==> src/rtl/sv_chan_gen.sv <==
// sv_chan_gen: GPS L1 C/A space-vehicle channel generator
//   (carrier NCO, code NCO, Gold code, nav-data modulation, gain scaling)
// Optional feature macro: SV_CHAN_GEN_NAV_EN (nav data modulation and bit handshake)
// Ports:
//   i_clk, i_reset                   clock, synchronous active-high reset
//   i_dv_in                          sample strobe; all sample state advances only when high
//   i_dop_freq                       carrier frequency word, two's complement
//   i_code_freq                      code NCO frequency word, unsigned
//   i_gain                           unsigned amplitude
//   i_ca_sel                         PRN 1..32, any other value mutes the channel
//   i_nav_bit, i_nav_valid           next navigation bit offer
//   o_nav_ready                      nav holding register empty
//   o_epoch_tick                     pulse with the first output sample of each code epoch
//   o_nav_underrun                   sticky: a bit boundary found the holding register empty
//   o_dv_out, o_real_out, o_imag_out output sample (three cycles after i_dv_in)
module sv_chan_gen #(
    parameter int PHASE_W = 32,
    parameter int NCO_W   = 6,
    parameter int GAIN_W  = 16,
    parameter int OUT_W   = 16
) (
    input  logic                      i_clk,
    input  logic                      i_reset,
    input  logic                      i_dv_in,
    input  logic [PHASE_W-1:0]        i_dop_freq,
    input  logic [PHASE_W-1:0]        i_code_freq,
    input  logic [GAIN_W-1:0]         i_gain,
    input  logic [5:0]                i_ca_sel,
    input  logic                      i_nav_bit,
    input  logic                      i_nav_valid,
    output logic                      o_nav_ready,
    output logic                      o_epoch_tick,
    output logic                      o_nav_underrun,
    output logic                      o_dv_out,
    output logic signed [OUT_W-1:0]   o_real_out,
    output logic signed [OUT_W-1:0]   o_imag_out
);
    localparam int AMP    = 2**(NCO_W-1) - 1;
    localparam int PROD_W = NCO_W + GAIN_W + 1;
    // Octant samples sit at odd multiples of 22.5 degrees, so only two magnitudes exist
    localparam logic signed [NCO_W-1:0] W_C = NCO_W'($rtoi(AMP * 0.9238795325112867 + 0.5));
    localparam logic signed [NCO_W-1:0] W_S = NCO_W'($rtoi(AMP * 0.3826834323650898 + 0.5));

    function automatic logic [10:1] f_pair(input int a, input int b);
        f_pair = '0;
        f_pair[a] = 1'b1;
        f_pair[b] = 1'b1;
    endfunction

    // G2 tap pair per PRN; an all-zero mask marks an invalid selection
    function automatic logic [10:1] f_taps(input logic [5:0] prn);
        case (prn)
            6'd1:  f_taps = f_pair(2, 6);
            6'd2:  f_taps = f_pair(3, 7);
            6'd3:  f_taps = f_pair(4, 8);
            6'd4:  f_taps = f_pair(5, 9);
            6'd5:  f_taps = f_pair(1, 9);
            6'd6:  f_taps = f_pair(2, 10);
            6'd7:  f_taps = f_pair(1, 8);
            6'd8:  f_taps = f_pair(2, 9);
            6'd9:  f_taps = f_pair(3, 10);
            6'd10: f_taps = f_pair(2, 3);
            6'd11: f_taps = f_pair(3, 4);
            6'd12: f_taps = f_pair(5, 6);
            6'd13: f_taps = f_pair(6, 7);
            6'd14: f_taps = f_pair(7, 8);
            6'd15: f_taps = f_pair(8, 9);
            6'd16: f_taps = f_pair(9, 10);
            6'd17: f_taps = f_pair(1, 4);
            6'd18: f_taps = f_pair(2, 5);
            6'd19: f_taps = f_pair(3, 6);
            6'd20: f_taps = f_pair(4, 7);
            6'd21: f_taps = f_pair(5, 8);
            6'd22: f_taps = f_pair(6, 9);
            6'd23: f_taps = f_pair(1, 3);
            6'd24: f_taps = f_pair(4, 6);
            6'd25: f_taps = f_pair(5, 7);
            6'd26: f_taps = f_pair(6, 8);
            6'd27: f_taps = f_pair(7, 9);
            6'd28: f_taps = f_pair(8, 10);
            6'd29: f_taps = f_pair(1, 6);
            6'd30: f_taps = f_pair(2, 7);
            6'd31: f_taps = f_pair(3, 8);
            6'd32: f_taps = f_pair(4, 9);
            default: f_taps = '0;
        endcase
    endfunction

    // Stage 1: phase accumulators, Gold-code LFSRs, chip counter
    logic [PHASE_W-1:0] r_carr_ph, r_code_ph;
    logic [10:1]        r_g1, r_g2;
    logic [9:0]         r_chip_cnt;
    logic [5:0]         r_ca_sel1;
    logic [GAIN_W-1:0]  r_gain1;
    logic               r_dv1, r_tick1;
    logic [PHASE_W:0]   w_code_sum;
    logic               w_chip_tick, w_wrap, w_epoch, w_cur_bit;

    assign w_code_sum  = {1'b0, r_code_ph} + {1'b0, i_code_freq};
    assign w_chip_tick = w_code_sum[PHASE_W];
    assign w_wrap      = w_chip_tick && r_chip_cnt == 10'd1022;
    assign w_epoch     = i_dv_in && w_wrap;

    always_ff @(posedge i_clk) begin
        if (i_reset) begin
            r_carr_ph  <= '0;
            r_code_ph  <= '0;
            r_chip_cnt <= '0;
            r_g1       <= '1;
            r_g2       <= '1;
            r_ca_sel1  <= '0;
            r_gain1    <= '0;
            r_dv1      <= 1'b0;
            r_tick1    <= 1'b0;
        end else begin
            r_dv1   <= i_dv_in;
            r_tick1 <= w_epoch;
            if (i_dv_in) begin
                r_carr_ph <= r_carr_ph + i_dop_freq;
                r_code_ph <= w_code_sum[PHASE_W-1:0];
                r_ca_sel1 <= i_ca_sel;
                r_gain1   <= i_gain;
                if (w_chip_tick) begin
                    r_chip_cnt <= w_wrap ? 10'd0 : r_chip_cnt + 10'd1;
                    r_g1       <= w_wrap ? '1 : {r_g1[9:1], r_g1[3] ^ r_g1[10]};
                    r_g2       <= w_wrap ? '1 : {r_g2[9:1], r_g2[2] ^ r_g2[3] ^ r_g2[6] ^ r_g2[8] ^ r_g2[9] ^ r_g2[10]};
                end
            end
        end
    end

`ifdef SV_CHAN_GEN_NAV_EN
    logic [4:0] r_epoch_cnt;
    logic       r_hold, r_nav_ready, r_underrun, r_cur_bit;
    logic       w_boundary, w_accept;

    assign w_boundary = w_epoch && r_epoch_cnt == 5'd19;
    assign w_accept   = i_nav_valid && r_nav_ready;

    // A boundary consumes the old holding contents before a same-cycle fill lands,
    // and that fill is enough to avoid flagging an underrun
    always_ff @(posedge i_clk) begin
        if (i_reset) begin
            r_epoch_cnt <= '0;
            r_hold      <= 1'b0;
            r_nav_ready <= 1'b1;
            r_underrun  <= 1'b0;
            r_cur_bit   <= 1'b0;
        end else begin
            if (w_epoch)
                r_epoch_cnt <= w_boundary ? 5'd0 : r_epoch_cnt + 5'd1;
            if (w_boundary)
                r_cur_bit <= !r_nav_ready && r_hold;
            if (w_boundary && r_nav_ready && !w_accept)
                r_underrun <= 1'b1;
            if (w_accept)
                r_hold <= i_nav_bit;
            r_nav_ready <= !w_accept && (r_nav_ready || w_boundary);
        end
    end

    assign w_cur_bit      = r_cur_bit;
    assign o_nav_ready    = r_nav_ready;
    assign o_nav_underrun = r_underrun;
`else
    logic w_unused_nav;

    assign w_unused_nav   = i_nav_bit ^ i_nav_valid;
    assign w_cur_bit      = 1'b0;
    assign o_nav_ready    = 1'b0;
    assign o_nav_underrun = 1'b0;
`endif

    // Stage 2: octant lookup, code/data sign and PRN mute
    logic [2:0]              w_oct;
    logic [10:1]             w_taps;
    logic                    w_neg;
    logic signed [NCO_W-1:0] w_re_mag, w_im_mag, w_re, w_im, r_re2, r_im2;
    logic [GAIN_W-1:0]       r_gain2;
    logic                    r_dv2, r_tick2;

    assign w_oct    = r_carr_ph[PHASE_W-1 -: 3];
    assign w_taps   = f_taps(r_ca_sel1);
    assign w_neg    = r_g1[10] ^ (^(r_g2 & w_taps)) ^ w_cur_bit;
    assign w_re_mag = (w_oct[1] ~^ w_oct[0]) ? W_C : W_S;
    assign w_im_mag = (w_oct[1] ^ w_oct[0]) ? W_C : W_S;
    assign w_re     = ~|w_taps ? '0 : (w_oct[2] ^ w_oct[1] ^ w_neg) ? -w_re_mag : w_re_mag;
    assign w_im     = ~|w_taps ? '0 : (w_oct[2] ^ w_neg) ? -w_im_mag : w_im_mag;

    always_ff @(posedge i_clk) begin
        if (i_reset) begin
            r_re2   <= '0;
            r_im2   <= '0;
            r_gain2 <= '0;
            r_dv2   <= 1'b0;
            r_tick2 <= 1'b0;
        end else begin
            r_dv2   <= r_dv1;
            r_tick2 <= r_tick1;
            if (r_dv1) begin
                r_re2   <= w_re;
                r_im2   <= w_im;
                r_gain2 <= r_gain1;
            end
        end
    end

    // Stage 3: gain multiply, keep the top OUT_W bits (floor truncation)
    logic signed [PROD_W-1:0] w_re_prod, w_im_prod;
    logic signed [OUT_W-1:0]  r_real_out, r_imag_out;
    logic                     r_dv3, r_tick3;

    assign w_re_prod = PROD_W'(r_re2) * PROD_W'($signed({1'b0, r_gain2}));
    assign w_im_prod = PROD_W'(r_im2) * PROD_W'($signed({1'b0, r_gain2}));

    always_ff @(posedge i_clk) begin
        if (i_reset) begin
            r_real_out <= '0;
            r_imag_out <= '0;
            r_dv3      <= 1'b0;
            r_tick3    <= 1'b0;
        end else begin
            r_dv3   <= r_dv2;
            r_tick3 <= r_tick2;
            if (r_dv2) begin
                r_real_out <= OUT_W'(w_re_prod >>> (PROD_W - OUT_W));
                r_imag_out <= OUT_W'(w_im_prod >>> (PROD_W - OUT_W));
            end
        end
    end

    assign o_dv_out     = r_dv3;
    assign o_epoch_tick = r_tick3;
    assign o_real_out   = r_real_out;
    assign o_imag_out   = r_imag_out;
endmodule

==> config.mk <==
export PLATFORM = sky130hd
export DESIGN_NAME = sv_chan_gen
export DESIGN_NICKNAME = d
export VERILOG_FILES = /design/src/rtl/sv_chan_gen.sv
export SDC_FILE = /design/constraint.sdc
export NUM_CORES = 1
export LEC_CHECK = 0
export ABC_AREA = 1
export BUFFER_PORTS_ARGS = -buffer_cell sky130_fd_sc_hd__buf_2
export CAP_MARGIN = 15
export CORE_MARGIN = 2
export CORE_UTILIZATION = 55
export CTS_BUF_LIST = sky130_fd_sc_hd__clkbuf_2
export DETAILED_ROUTE_END_ITERATION = 8
export PLACE_DENSITY = 0.87
export REMOVE_ABC_BUFFERS = 1
export SETUP_SLACK_MARGIN = 0.4
export SLEW_MARGIN = 25
export SYNTH_ARGS = -nofsm -noshare
export SYNTH_HDL_FRONTEND = slang
export SYNTH_SLANG_ARGS = --single-unit
==> constraint.sdc <==
create_clock -name i_clk -period 4.25 [get_ports i_clk]
set_clock_uncertainty 0.15 [all_clocks]
set_input_delay 0.425 -clock i_clk [delete_from_list [all_inputs] [get_ports i_clk]]
set_output_delay 0.425 -clock i_clk [all_outputs]
set_load 0.1 [all_outputs]
-- After elaboration in Yosys (flattened, before gate mapping)
Memories as Yosys holds them, arrays and structs flattened. A register that Yosys moved wholly into a read port is not among the register bits.
Cells that the tools add are included.
- multiplexer cells: 11
- reduce and logical (&&, ||, !) cells: 5
- $add $sub $neg: 5
- bitwise logic cells: 13
- multiply operators: 2
- equal/unequal tests: 1
- operators with widths (operator ; number):
    $mul A6 B17 Y23 ; 2
    $mux W6 ; 6
    $add A32 B32 Y33 ; 1
    $add A32 B32 Y32 ; 1
    $mux W10 ; 3
    $neg A5 Y6 ; 2
    $xor A1 B1 Y1 ; 11
    $add A10 B1 Y10 const B ; 1
    $and A10 B10 Y10 ; 1
    $eq A10 B10 Y1 const B ; 1
    $mux W5 ; 2
    $reduce_or A10 Y1 ; 1
    $reduce_xor A10 Y1 ; 1
    $logic_and A1 B1 Y1 ; 2
    $reduce_and A2 Y1 ; 1
    $xnor A1 B1 Y1 ; 1
- word-level logic and storage cells: 56
- register bits after elaboration: 182
- memory bits (read-only): 640
- memories kept: 1
- memory list (memory ; words ; width ; read ports ; clocked after Yosys merged registers in ; wr ports ; line ; text):
    (name not given) ; 64 ; 10 ; 1 ; 1 ; 0 ; 52 ; case (prn)

-- Longest topological paths before layout
- word-level depth: 6
- mapped depth: 26
- mapped depth without buffers: 24

-- Least setup slack after synthesis
OpenSTA, ideal clock, no wires.
- kind: register -> register
- from: register r_im2[4]
- to: register r_imag_out[7], in the netlist o_imag_out[7]
- slack: -274 ps
- path buffers: 2
- stages on the path, launching flop included: 25
- data arrival time: 4258 ps
- cell sequence: dfxtp_1 -> clkbuf_1 -> clkbuf_1 -> nand2_1 -> fa_1 -> fa_1 -> inv_1 -> fa_1 -> inv_1 -> fa_1 -> inv_1 -> ha_1 -> nand2_1 -> nor2_1 -> nand2_1 -> nand2_1 -> nand2_1 -> nand2_1 -> nand2_1 -> nand2_1 -> nand2_1 -> nand3_1 -> nand2_1 -> o21ai_0 -> inv_1
- longest elaborated chain between the ends: 1
- ends and longest elaborated chain (item ; line ; text):
    start: declaration ; 178 ; logic signed [NCO_W-1:0] w_re_mag, w_im_mag, w_re, w_im, r_re2, r_im2;
    start signal: assignment ; 202 ; r_im2 <= w_im;
    $mul A6 B17 Y23 ; 214 ; assign w_im_prod = PROD_W'(r_im2) * PROD_W'($signed({1'b0, r_gain2}));
    end signal: assignment ; 227 ; r_imag_out <= OUT_W'(w_im_prod >>> (PROD_W - OUT_W));
    end: declaration ; 210 ; logic signed [OUT_W-1:0] r_real_out, r_imag_out;
No other way between the ends.
A chain may end at the register's enable or synchronous reset.

-- Worst setup path after layout
- from: register r_gain2[3]
- to: register r_real_out[7], in the netlist o_real_out[7]
- longest elaborated chain between the ends: 1
- ends and longest elaborated chain (item ; line ; text):
    start: declaration ; 179 ; logic [GAIN_W-1:0] r_gain2;
    start signal: assignment ; 203 ; r_gain2 <= r_gain1;
    $mul A6 B17 Y23 ; 213 ; assign w_re_prod = PROD_W'(r_re2) * PROD_W'($signed({1'b0, r_gain2}));
    end signal: assignment ; 226 ; r_real_out <= OUT_W'(w_re_prod >>> (PROD_W - OUT_W));
    end: declaration ; 210 ;
No other way between the ends.

==> reports/metrics.csv <==
metric,value,unit
status,"finished, violations left",
failing checks,"DRC, setup timing",
CP Launch Type,flip-flop,
Max IR drop VDD,176,uV
critical path class,flip-flop to flip-flop,
Min-Delay Path Class,primary input to flip-flop,
hold depth,4,
final hold vios,0,
fmax,229,MHz
required time worst endpoint,4.97,ns
most frequent cell after synthesis,nand2_1,
"Cell Area, Synth",18200,um2
Worst Slack Setup Final,-0.116,ns
share of cells above drive strength 1,17.7,%
Worst path top cell family by delay,adder cells,
Post-Synthesis Cells,2738,
R2R depth,24,
Top Metal Used,met4,
LEAKAGE,12.5,nW
Psw,2.63,mW
Flop pwr share,35.2,%
CP Buf/Inv Count,6,
H-Tree Depth,4,
starting DRC count in detailed routing,1619,
antenna violations before repair,1,
Final min period,4.37,ns
reg-to-reg critical path startpoint,r_gain2[3],
DP Cell Count,3311,
sequential element share of the synthesized area,21.1,%
slowest CP cell,fa_1,
RSZ-0062 raised after global routing,true,
final net count,3390,
DR vias,19600,
clock transition at the registers of the reported paths,0.35,ns
num ports,127,
pwr/cell area,264,nW/um2
first-pass GRT wire length,91.1,mm
synth warn,0,
HPWL Detailed,37.6,mm
Logic pwr share,47.7,%
site row count,66,
routability cong.,0.995,
Root Buffer,clkbuf_2,
Num CTS Buffers,17,
#FFs+latches synth,192,
Yosys cell types,46,
Tcrit/Tclk final,103,%
worst-path fanout max,4,
clk sinks,192,
P_int,3.30,mW
"Top FF cell, synth",dfxtp_1,
starting density of the core,55.9,%
Die Y,186,um
clock share of power,17.1,%
synth cell count leaders,"633 x nand2_1, 419 x inv_1, 395 x nor2_1, 192 x dfxtp_1, 168 x ha_1",
routed wl met3,4.02,mm
Sw Share,44.4,%
met1 WL,22.2,mm
grt total ovfl,0,
cell taking the most area after synthesis,dfxtp_1,
Min Hold Slack,0.111,ns
total die area,34500,um2
worst r2r dst,o_real_out[7],
DIE WIDTH,186,um
CP Cell Sequence,nand2_1 -> inv_1 -> fa_1 -> inv_2 -> fa_1 -> inv_2 -> fa_1 -> inv_2 -> fa_1 -> inv_2 -> ha_4 -> nand2_2 -> nor2_1 -> nand2_1 -> nand2_2 -> nand2_2 -> nand2_4 -> nand2_4 -> nand2_4 -> nand2_2 -> nand3_2 -> nand2_1 -> o21ai_2 -> inv_1,
slew at the pin with the worst max-slew slack,0.990,ns
FF-to-FF setup slack,-0.12,ns
final setup violating endpoints,20,
GR Util All Layers,32.8,%
routed len/inst,16.4,um
number of global-route vias before repair,19500,
CP max stage delay,0.54,ns
Clock Latency Late Sink,0.90,ns
antenna-violating nets left,0,
post-synth top area share,21.1,%
# port buffers,122,
met2 WL post-DR,27.8,mm
Crit path arrival time,5.08,ns
routed wire length,56.9,mm
clk buf depth,2,
"EDFF count, synth",0,
Critical Path Sink Type,flip-flop,
core area,32500,um2
Slew HR,33.9,%
fin. max-slew vios,0,
1st-pass router iterations,9,
Synth Area per Inst,6.64,um2
fin cells,3473,
Min-Delay Endpoint,r_gain1[4],
Hold Crit Start,i_gain[4],
Fillers,2491,
Area Overhead vs Synth,23.6,%
number of max-cap violations,0,
top post-synthesis cells by area,"dfxtp_1 21%, nand2_1 13%, fa_1 13%, ha_1 12%, inv_1 8.7%",
largest net degree at the start of global routing,93,
ys async rst share,0,%
via/cell ratio,5.63,
CTS tree,done,
DRC viols,1,
power by group through the flow:
stage	clock network (mW)	registers [mW]	logic, mW
finish	1.01	2.09	2.83
global route	1.09	2.10	3.10
CTS	1.03	2.08	2.67
detailed placement	0	2.11	2.34
global placement	0	2.10	2.26
floorplan	0	2.24	1.49
state kept, by name, indices dropped and copies added (netlist names), 16 cells and up:
name / cells
r_carr_ph: 32
r_code_ph: 32
r_gain1: 16
r_gain2: 16
o_real_out: 16
o_imag_out: 16
stage by stage:
stage | total power [mW] | area, um2 | setup TNS [ns] | util (%) | worst slack [ns]
floorplan | 3.73 | 17800 | -0.426 | - | -0.0824
finish | 5.94 | 22500 | -1.09 | 69.0 | -0.116
global route | 6.30 | 22500 | -5.53 | 69.0 | -0.326
detailed placement | 4.45 | 19700 | -1.62 | 60.7 | -0.148
CTS | 5.78 | 22100 | 0 | 67.9 | 0.0580
global placement | 4.36 | 19700 | -0.171 | 60.7 | -0.0691
metal layers:
| layer | up-vias | global-route usage [%] |
|---|---|---|
| li1 | 9173 | - |
| met2 | 1035 | 57.4 |
| met3 | 285 | 5.01 |
| met1 | 9072 | 38.7 |
| met5 | - | 0 |
| met4 | 0 | 16.9 |
what timing repair did:
item	in CTS	in global routing
setup buffers	25	8
endpoints found under the hold margin	107	0
cloned	1	0
hold buffers	95	0
pin swaps	88	71
setup endpoints to repair	32	32
resized for setup	192	85
worst min-delay path, delay by kind of cell:
family / cells / cell delay [ns]
and+or+nand+nor: 2 / 0.12
buffers and inverters: 2 / 0.62
worst max-delay path by stage:
stage | startpoint | end | slack, ns | cells past startpoint
3_3_place_gp | r_gain2[0] | o_imag_out[7] | -0.07 | 23
3_5_place_dp | r_gain2[0] | o_imag_out[7] | -0.15 | 23
5_1_grt | r_gain2[5] | o_real_out[11] | -0.33 | 23
2_1_floorplan | r_im2[4] | o_imag_out[7] | -0.08 | 22
6_report | r_gain2[3] | o_real_out[7] | -0.12 | 24
4_1_cts | r_gain2[5] | o_imag_out[9] | 0.06 | 23
cell usage in the layout (no fill, tap or decap), drive strengths merged, types with 4 or more instances in the layout:
master and count:
xnor2 20, nand4 24, nor2 398, nor3 32
fa 114, nor4 9, ha 168, inv 434
a21o 27, dfxtp 192, a31oi 12, nand3b 5
clkinv 5, a21boi 4, a21oi 154, o21ai 177
nand3 153, clkbuf 18, nand2 649, dlygate4sd3 95
o21bai 8, xor2 37, o21a 9, buf 263
cells by family (layout without fill, tap and decap cells):
| group | count (synthesis) | count (layout) | share of synthesized area, % |
|---|---|---|---|
| buf+inv | 527 | 818 | 11.1 |
| compound gates | 403 | 403 | 12.1 |
| simple gates | 1276 | 1276 | 28.7 |
| other cells | 1 | 3 | 0.0206 |
| fa+ha+maj | 282 | 282 | 24.1 |
| flops | 192 | 192 | 21.1 |
| xor+xnor | 57 | 57 | 2.75 |
area by class of cell:
| type | instances | area [um2] | share of cell area [%] |
|---|---|---|---|
| well taps | 442 | 553 | 2.46 |
| multi-input cells | 2020 | 13400 | 59.7 |
| clock inverters | 14 | 158 | 0.702 |
| flip-flops and latches | 192 | 3870 | 17.2 |
| clock buffers | 18 | 90.1 | 0.401 |
| repair buffers | 358 | 2750 | 12.3 |
| repair inverters | 1 | 7.51 | 0.0334 |
| inverters | 427 | 1610 | 7.17 |
| diodes | 1 | 2.50 | 0.0111 |
Power figures use the tool's default switching activity.
